$ cat config.mk
export PLATFORM = sky130hd
export DESIGN_NAME = time_set_controller
export DESIGN_NICKNAME = d
export VERILOG_FILES = /design/src/rtl/time_set_controller.sv
export SDC_FILE = /design/constraint.sdc
export NUM_CORES = 1
export LEC_CHECK = 0
export CORE_ASPECT_RATIO = 1.4
export CORE_MARGIN = 1.5
export CORE_UTILIZATION = 30
export CTS_BUF_LIST = sky130_fd_sc_hd__clkbuf_2
export CTS_CLUSTER_DIAMETER = 40
export DETAILED_ROUTE_END_ITERATION = 6
export SKIP_CTS_REPAIR_TIMING = 1
export SYNTH_ARGS = -nofsm -noshare
export SYNTH_HDL_FRONTEND = slang
export SYNTH_SLANG_ARGS = --single-unit
$ cat constraint.sdc
create_clock -name clk_1Hz -period 2.5 [get_ports clk_1Hz]
set_clock_uncertainty 0.2 [all_clocks]
set_input_delay 0.5 -clock clk_1Hz [delete_from_list [all_inputs] [get_ports clk_1Hz]]
set_output_delay 0.5 -clock clk_1Hz [all_outputs]
set_load 0.05 [all_outputs]
$ cat src/rtl/time_set_controller.sv
// Mode sequencer for the time counter: turns raw mode/inc/preset buttons into
// adjust-enable, per-field increment strobes, preset request and field LEDs.
module time_set_controller #(
  parameter int unsigned TIMEOUT_S = 10
) (
  input  logic       clk_1Hz,
  input  logic       rst,
  input  logic       btn_mode,
  input  logic       btn_inc,
  input  logic       btn_preset,
  output logic       adj_en,
  output logic       inc_sec,
  output logic       inc_min,
  output logic       inc_hour,
  output logic       preset_req,
  output logic [2:0] sel_led,
  output logic [1:0] mode
);

  typedef enum logic [1:0] {
    RUN      = 2'd0,
    SET_HOUR = 2'd1,
    SET_MIN  = 2'd2,
    SET_SEC  = 2'd3
  } state_t;

  localparam logic [5:0] IDLE_LAST = 6'(TIMEOUT_S - 1);

  state_t     state_q, state_d;
  logic [5:0] idle_q, idle_d;
  logic       mode_hist_q, preset_hist_q;
  logic       adj_en_q, adj_en_d;
  logic [2:0] inc_q, inc_d;          // {hour, min, sec}
  logic       preset_req_q, preset_req_d;
  logic [2:0] sel_led_q, sel_led_d;

  logic mode_press, preset_press, in_set, timeout_hit;

  always_comb begin
    mode_press   = btn_mode & ~mode_hist_q;
    preset_press = btn_preset & ~preset_hist_q;
    in_set       = (state_q != RUN);
    // Any activity at the expiry edge keeps us in the SET state.
    timeout_hit  = in_set & ~mode_press & ~btn_inc & (idle_q == IDLE_LAST);

    state_d = state_q;
    if (mode_press) begin
      state_d = state_t'(state_q + 2'd1);
    end else if (timeout_hit) begin
      state_d = RUN;
    end

    idle_d = idle_q + 6'd1;
    if (!in_set || mode_press || btn_inc || timeout_hit) begin
      idle_d = '0;
    end

    inc_d = 3'b000;
    if (in_set && btn_inc && !mode_press) begin
      case (state_q)
        SET_HOUR: inc_d = 3'b100;
        SET_MIN:  inc_d = 3'b010;
        SET_SEC:  inc_d = 3'b001;
        default:  inc_d = 3'b000;
      endcase
    end

    preset_req_d = ~in_set & preset_press & ~mode_press;
    adj_en_d     = (state_d != RUN);

    case (state_d)
      SET_HOUR: sel_led_d = 3'b100;
      SET_MIN:  sel_led_d = 3'b010;
      SET_SEC:  sel_led_d = 3'b001;
      default:  sel_led_d = 3'b000;
    endcase
  end

  // History flops reset high so a button held through reset is not a press.
  always_ff @(posedge clk_1Hz or negedge rst) begin
    if (!rst) begin
      state_q       <= RUN;
      idle_q        <= '0;
      mode_hist_q   <= 1'b1;
      preset_hist_q <= 1'b1;
      adj_en_q      <= 1'b0;
      inc_q         <= 3'b000;
      preset_req_q  <= 1'b0;
      sel_led_q     <= 3'b000;
    end else begin
      state_q       <= state_d;
      idle_q        <= idle_d;
      mode_hist_q   <= btn_mode;
      preset_hist_q <= btn_preset;
      adj_en_q      <= adj_en_d;
      inc_q         <= inc_d;
      preset_req_q  <= preset_req_d;
      sel_led_q     <= sel_led_d;
    end
  end

  assign mode       = state_q;
  assign adj_en     = adj_en_q;
  assign inc_hour   = inc_q[2];
  assign inc_min    = inc_q[1];
  assign inc_sec    = inc_q[0];
  assign preset_req = preset_req_q;
  assign sel_led    = sel_led_q;

endmodule
==> flow_summary.json, run 1 <==
{
  "status": "finished clean",
  "synthCells": 70,
  "intPower_uw": 490,
  "drive_gt1_share_pct": 14.6,
  "clock_latency_ns": 0.28,
  "crit_required_ns": 1.80,
  "nNetsFinal": 101,
  "critPathMaxFanout": 9,
  "clk_pin_slew_ns": 0.16,
  "ir_worst_vdd_mv": 0.396,
  "hold_violations": 0,
  "path_buf_inv": 1,
  "n_antenna_cell": 0,
  "grt_pass1_wl_mm": 2.40,
  "grt_use_total_pct": 10.8,
  "via_count": 547,
  "p_per_area_nw_per_um2": 828,
  "die_w_um": 46.8,
  "fin_crit_sh_pct": 94.7,
  "fmax_mhz": 423,
  "leakagePower_uw": 0.000459,
  "fin_util_pct": 39.3,
  "crit_path_end_kind": "primary output",
  "remaining_drc_errors": 0,
  "core_um2": 2590,
  "dieHeight_um": 64.3,
  "setup_viol": 0,
  "p_seq_share_pct": 44.0,
  "maxCapViolations": 0,
  "via_per_inst": 4.38,
  "p_switching_uw": 351,
  "cp.arrival_ns": 1.67,
  "yosysWarningCount": 0,
  "antenna_found_initial": 0,
  "dp_cells": 121,
  "area_delta_synth_final_pct": 26.3,
  "h-tree-depth": 1,
  "wl_per_cell_um": 11.2,
  "io_pins": 15,
  "yosys_register_bits": 18,
  "finalCriticalPeriod_ns": 2.37,
  "p_comb_share_pct": 41.9,
  "syn_avg_cell_area_um2": 11.5,
  "grt.overflow.total": 0,
  "dieArea_um2": 3010,
  "finalNonFillerCells": 125,
  "routed_wl_mm": 1.40,
  "relSlewSlack_pct": 66.2,
  "rsz0062_at_grt": "no",
  "syn_area_um2": 805,
  "critPathTopFamily": "buffers and inverters",
  "path_cells": "clkdlybuf4s50_1",
  "grt_pass1_vias": 546,
  "start_kind": "flop",
  "swShare_pct": 41.8,
  "portBuffers": 14,
  "critPathKind": "flop to primary output",
  "finalMaxSlewViolations": 0,
  "cts_buffer_depth": 2,
  "dp_hpwl_mm": 1.06,
  "cts_tree": "done",
  "worstMarginPinSlew_ns": 0.506,
  "slowest_delay_ns": 0.86,
  "ant_nets": 0,
  "hp-class": "flop to flop",
  "synth_seq_area_share_pct": 56.3,
  "setup_tns_ns": 0,
  "cts_root_buf": "clkbuf_2",
  "cts_buffers": 3,
  "start_util_pct": 31.1,
  "fin_hold_ws_ns": 0.300,
  "grt_max_degree": 19,
  "gp_congestion": 0.752,
  "clkPwrFrac_pct": 14.1,
  "cts.sinks": 18,
  "syn_nets": 81,
  "synth.distinct_cells": 22,
  "dr.pass1.iters": 4,
  "drtIter0Drc": 10,
  "rows": 22,
  "cp_slowest_cell": "clkdlybuf4s50_1"
}
-- metal layers --
metal,up-vias,track usage (%),part of all wire [%]
met3,0,1.69,3.4
met4,0,3.13,0
met2,16,16.8,49
met5,-,0,0
li1,272,-,-
met1,259,15.2,47
-- power by group through the flow --
stage	clock, uW	combinational [uW]	sequential (uW)
after global placement	0	347	374
after global routing	136	378	377
final	118	353	370
after floorplan	0	103	500
after CTS	126	352	371
after detailed placement	0	351	377
-- cell type report --
class	instances	area, um^2
fillers	279	1570
clock inverters	1	3.75
inverters	4	15.0
clock buffers	3	15.0
flip-flops and latches	18	453
repair buffers	15	148
well taps	36	45.0
multi-input cells	48	337
-- cells in the mapped netlist (all sizes together) --
cell type	count	share of area, %
xnor2	2	2.2
a21oi	1	0.62
nor2b	1	1.7
dfrtp	16	50
nand3	5	3.1
nor4b	1	1.9
or3	1	1.4
nand2	7	3.3
o22ai	3	2.3
nor2	10	6.2
nand2b	2	2.5
and3	3	2.3
a211oi	1	0.93
o21ai	1	0.62
inv	4	1.9
dfstp	2	6.5
xor2	2	2.2
nor3	2	1.2
ha	6	9.3
-- through the flow --
stage / instance area, um^2 / total power (uW) / worst slack (ns)
2_1_floorplan: 805 / 604 / 0.383
3_3_place_gp: 997 / 721 / 0.453
3_5_place_dp: 997 / 728 / 0.429
4_1_cts: 1020 / 849 / 0.106
5_1_grt: 1020 / 891 / 0.0459
6_report: 1020 / 841 / 0.134
-- sequential cells by signal (all words and copies together) (netlist names) --
| register | count |
|---|---|
| adj_en | 1 |
| idle_q | 6 |
| mode_hist_q | 1 |
| preset_hist_q | 1 |
| sel_led | 3 |
| mode | 2 |
| inc_q | 3 |
| preset_req | 1 |
-- cells in the final DEF (no fill, tap or decap) --
master / count
o22ai_1: 3
a211oi_1: 1
ha_1: 6
buf_4: 1
and3_1: 3
nor3_1: 2
nor2_2: 2
nor2_4: 1
clkbuf_2: 3
o21ai_1: 1
nor4b_2: 1
dfrtp_1: 16
nand3_1: 5
inv_1: 4
nand2b_4: 1
nor2_1: 7
clkdlybuf4s50_1: 14
clkinv_1: 1
or3_4: 1
xor2_1: 2
a21oi_1: 1
dfstp_2: 2
nand2b_1: 1
nor2b_4: 1
nand2_1: 7
xnor2_1: 2
-- final timing paths --
check	startpoint	endpoint	slack [ns]	cells after the start
max in group asynchronous	rst	mode_hist_q	1.53	2
worst min register to register	idle_q[0]	idle_q[0]	0.30	1
worst min-delay path	idle_q[0]	idle_q[0]	0.30	1
min in group asynchronous	rst	inc_q[1]	0.32	2
worst max register to register	mode[0]	mode[1]	0.60	5
worst max-delay path	mode[0]	mode[0]	0.13	1
-- logic make-up after synthesis --
| kind of cell | share of synthesized area (%) |
|---|---|
| compound gates | 4.51 |
| buf+inv | 1.87 |
| fa+ha+maj | 9.33 |
| flops | 56.3 |
| simple gates | 23.6 |
| xor+xnor | 4.36 |
No activity file was read; power rests on OpenSTA's default activity.
==> run 2, diff against run 1 <==
--- a/config.mk
+++ b/config.mk
@@ -5,12 +5,13 @@
 export SDC_FILE = /design/constraint.sdc
 export NUM_CORES = 1
 export LEC_CHECK = 0
-export CORE_ASPECT_RATIO = 1.4
+export CORE_ASPECT_RATIO = 1.1
 export CORE_MARGIN = 1.5
 export CORE_UTILIZATION = 30
 export CTS_BUF_LIST = sky130_fd_sc_hd__clkbuf_2
 export CTS_CLUSTER_DIAMETER = 40
 export DETAILED_ROUTE_END_ITERATION = 6
+export DONT_BUFFER_PORTS = 1
 export SKIP_CTS_REPAIR_TIMING = 1
 export SYNTH_ARGS = -nofsm -noshare
 export SYNTH_HDL_FRONTEND = slang
==> run 2 against run 1 <==
Via count down 8.6%. Largest power group unchanged. Highest routed layer is now met4. Sequential cell count is the same. Non-clock buffer count down 10.
==> flow_summary.json, run 2 (same netlist as run 1, synthesis figures left out) <==
{
  "status": "finished clean",
  "cts_root_buf": "clkbuf_2",
  "via_per_inst": 4.55,
  "fmax_mhz": 601,
  "highest_layer": "met4",
  "nNetsFinal": 91,
  "maxCapViolations": 0,
  "min-delay-start": "btn_preset",
  "final_cell_mix": "16 x dfrtp_1, 7 x nor2_1, 7 x nand2_1, 6 x ha_1, 5 x nand3_1",
  "leakagePower_uw": 0.000425,
  "rsz0062_at_grt": "no",
  "drive_gt1_share_pct": 17.7,
  "cts.sinks": 18,
  "dieHeight_um": 57.3,
  "path_cells": "inv_1 -> ha_1 -> or3_4 -> nor2_4 -> o22ai_1",
  "slowest_delay_ns": 0.40,
  "layout_commonest_cell": "dfrtp_1",
  "m1WireLength_um": 551,
  "area_delta_synth_final_pct": 12.8,
  "cts_buffer_depth": 2,
  "rows": 19,
  "portBuffers": 0,
  "largest_reg_flops": 6,
  "h-tree-depth": 1,
  "regMostFlops": "idle_q",
  "start_kind": "flop",
  "cp.arrival_ns": 1.65,
  "dr.pass1.iters": 4,
  "remaining_drc_errors": 0,
  "dp_hpwl_um": 979,
  "clk_pin_slew_ns": 0.16,
  "ir_worst_vdd_mv": 0.467,
  "wl_met3_um": 61,
  "antenna_found_initial": 0,
  "worstMarginPinSlew_ns": 0.777,
  "wl_per_cell_um": 11.8,
  "cts_tree": "done",
  "critPathMaxFanout": 6,
  "routed-wl-met2_um": 676,
  "crit_path_end_kind": "flop",
  "r2r-start": "mode[0]",
  "cts_buffers": 3,
  "die_w_um": 52.4,
  "critPathKind": "flop to flop",
  "relSlewSlack_pct": 48.0,
  "setup_ws_ns": 0.837,
  "hp-class": "input pin to flop",
  "p_per_area_nw_per_um2": 851,
  "critPathLaunch": "mode[0]",
  "grt_pass1_wl_mm": 2.22,
  "grt.overflow.total": 0,
  "fin_crit_sh_pct": 66.5,
  "drtIter0Drc": 4,
  "start_util_pct": 31.9,
  "dieArea_um2": 3000,
  "grt_pass1_vias": 499,
  "cp_slowest_cell": "or3_4",
  "post-place-ws_ns": 0.862,
  "core_um2": 2520,
  "hold_violations": 0,
  "finalCriticalPeriod_ns": 1.66,
  "gp_congestion": 0.754,
  "n_antenna_cell": 0,
  "via_count": 500,
  "ant_nets": 0,
  "io_pins": 15,
  "finalMaxSlewViolations": 0,
  "fin_util_pct": 36.0,
  "crit_required_ns": 2.49,
  "routed_wl_mm": 1.30,
  "clock_latency_ns": 0.28,
  "setup_tns_ns": 0,
  "grt_use_total_pct": 9.93,
  "grt_max_degree": 19,
  "setup_viol": 0
}
## run 2: changes by cell type in the layout (fill, tap and decap cells not counted)
cell and change:
clkdlybuf4s50_1 -14, buf_4 +1, dlygate4sd3_1 +3
## run 2: area by class of cell
cell class | instances | area, um^2
multi-input cells | 48 | 337
fillers | 261 | 1610
inverters | 4 | 15.0
clock inverters | 1 | 3.75
well taps | 31 | 38.8
flip-flops and latches | 18 | 453
repair buffers | 5 | 45.0
clock buffers | 3 | 15.0
## run 2: final timing paths
path | endpoint | slack (ns) | depth (start not counted)
min in group asynchronous | mode[0] | 0.51 | 1
hold / removal | preset_req | 0.11 | 2
setup reg to reg | mode[1] | 0.84 | 5
hold reg to reg | idle_q[0] | 0.31 | 1
max in group asynchronous | adj_en | 1.11 | 1
setup / recovery | mode[1] | 0.84 | 5
## run 2: per-layer routing
layer	track usage (%)	vias up
met1	12.7	237
met4	5.49	0
met3	2.09	2
met2	15.5	10
met5	0	-
li1	-	251
## run 2: metrics by stage
step                hold WS, ns  power, uW  area, um^2  instances
detailed placement      0.00476        653         858        103
CTS                      -0.350        776         877        107
global route             0.0927        820         907        110
global placement        0.00486        652         858        103
finish                    0.110        772         907        110
floorplan               0.00441        604         805         70
## run 2: critical path: cells and delay by family, from the launching register on
kind            cells  cell delay (ns)
simple gates        2             0.58
flops               1             0.37
fa+ha+maj           1             0.23
compound gates      1             0.10
buf+inv             1             0.08
## run 2: power by group
part	total [uW]	switching, uW	internal [uW]
combinational	203	133	69.7
clock	117	82.7	34.8
sequential	452	119	334
==> run 3, diff against run 2 <==
==> constraint.sdc (replaced) <==
create_clock -name clk_1Hz -period 1.44 [get_ports clk_1Hz]
set_clock_uncertainty 0.2 [all_clocks]
set_input_delay 0.288 -clock clk_1Hz [delete_from_list [all_inputs] [get_ports clk_1Hz]]
set_output_delay 0.288 -clock clk_1Hz [all_outputs]
set_load 0.05 [all_outputs]
==> run 3 against run 2 <==
The run now ends with setup timing left. Combinational power is 120% higher. Fmax is 7.7% higher. Setup slack got worse by 0.94 ns. Non-clock buffer count increased by 12. Final cell count is 11% higher. Total power is 89% higher. Sequential share of layout area shrank 5.1 points. Core utilization rose by 5.1 points. Routed wire length rose by 9.7%. Critical endpoint is now sel_led[2].
==> flow_summary.json, run 3 (same netlist as run 1, synthesis figures left out) <==
{
  "p_per_area_nw_per_um2": 1410,
  "setup_tns_ns": -0.887,
  "failed_checks": "setup timing",
  "hp-class": "input pin to flop",
  "critPathTopFamily": "simple AND/OR/NAND/NOR gates",
  "via_per_inst": 4.40,
  "core_um2": 2520,
  "path_buf_inv": 1,
  "largest_reg_flops": 6,
  "start_util_pct": 31.9,
  "routed_wl_mm": 1.43,
  "critPathLaunch": "mode[1]",
  "grt.overflow.total": 0,
  "grt_pass1_wl_mm": 2.36,
  "dr.pass1.iters": 4,
  "drtIter0Drc": 9,
  "rows": 19,
  "rsz0062_at_grt": "yes",
  "area_delta_synth_final_pct": 28.8,
  "cp.arrival_ns": 1.53,
  "hold_violations": 0,
  "ant_nets": 0,
  "gp_congestion": 0.725,
  "design_area_um2": 1040,
  "maxCapViolations": 0,
  "drive_gt1_share_pct": 45.1,
  "io_pins": 15,
  "r2r-start": "mode[1]",
  "layout_commonest_cell": "buf_4",
  "ir_worst_vdd_mv": 0.781,
  "fin_hold_ws_ns": 0.0730,
  "finalMaxSlewViolations": 0,
  "leakagePower_uw": 0.000464,
  "cts_tree": "done",
  "cts_buffers": 3,
  "dieHeight_um": 57.3,
  "portBuffers": 0,
  "dp_hpwl_mm": 1.14,
  "clk_pin_slew_ns": 0.15,
  "min-delay-start": "btn_inc",
  "fin_crit_sh_pct": 107,
  "path_cells": "inv_2 -> ha_4 -> or3_4 -> nor2_4 -> o22ai_1",
  "cts.sinks": 18,
  "wl_per_cell_um": 11.7,
  "fin_util_pct": 41.1,
  "cts_buffer_depth": 2,
  "dpl-instance-area_um2": 941,
  "dieArea_um2": 3000,
  "cts_root_buf": "clkbuf_2",
  "regMostFlops": "idle_q",
  "cp_slowest_cell": "dfrtp_2",
  "remaining_drc_errors": 0,
  "critPathMaxFanout": 6,
  "grt_max_degree": 19,
  "setup_viol": 12,
  "clock_latency_ns": 0.29,
  "fmax_mhz": 648,
  "finalCriticalPeriod_ns": 1.54,
  "h-tree-depth": 1,
  "slowest_delay_ns": 0.40,
  "relSlewSlack_pct": 48.0,
  "setup_ws_ns": -0.104,
  "grt_pass1_vias": 563,
  "finalPower_uw": 1460,
  "worstMarginPinSlew_ns": 0.777,
  "crit_required_ns": 1.43,
  "nNetsFinal": 103,
  "n_antenna_cell": 0,
  "grt_use_total_pct": 10.8,
  "final_cell_mix": "13 x buf_4, 9 x dfrtp_2, 7 x nand2_1, 7 x dfrtp_1, 5 x nor2_1",
  "status": "complete, but fails checks",
  "via_count": 537,
  "die_w_um": 52.4,
  "antenna_found_initial": 0,
  "crit_path_end_kind": "flop",
  "critPathKind": "flop to flop",
  "start_kind": "flop"
}
## run 3: changes by cell type in the layout (fill, tap and decap cells not counted), sizes merged
cell / delta
buf: +11
dlygate4sd3: +1
## run 3: power by group
part | switching (uW) | internal (uW) | total (uW) | leakage (uW)
clock | 142 | 60.4 | 202 | 0.0000140
combinational | 258 | 198 | 456 | 0.000229
sequential | 208 | 591 | 799 | 0.000221
## run 3: layout make-up
class,count,area (um^2)
multi-input cells,48,362
clock buffers,3,15.0
clock inverters,1,3.75
flip-flops and latches,18,464
repair buffers,17,138
fillers,259,1480
inverters,4,15.0
well taps,31,38.8
## run 3: worst min-delay path: stages
cell,delay (ns)
or3_4,0.12
buf_4,0.12
nor2_2,0.03
## run 3: routing by layer
layer	vias to the layer above	GRT usage, %	part of all wire (%)
li1	276	-	-
met1	249	11.2	40
met2	12	19.5	53
met3	0	5.24	6.9
met4	0	2.20	0
met5	-	0	0
## run 3: path summary, 6_finish.rpt
kind	slack, ns	end	cells after the start
setup / recovery	-0.10	sel_led[2]	5
min in group asynchronous	0.30	idle_q[1]	1
max in group asynchronous	0.21	mode[0]	1
setup reg to reg	-0.10	sel_led[2]	5
hold reg to reg	0.37	idle_q[0]	2
hold / removal	0.07	idle_q[5]	3
## run 3: metrics by stage
step	worst slack (ns)	instances
finish	-0.104	122
global route	-0.156	122
CTS	-0.118	116
detailed placement	-0.0993	112
global placement	-0.0837	112
floorplan	-0.343	70
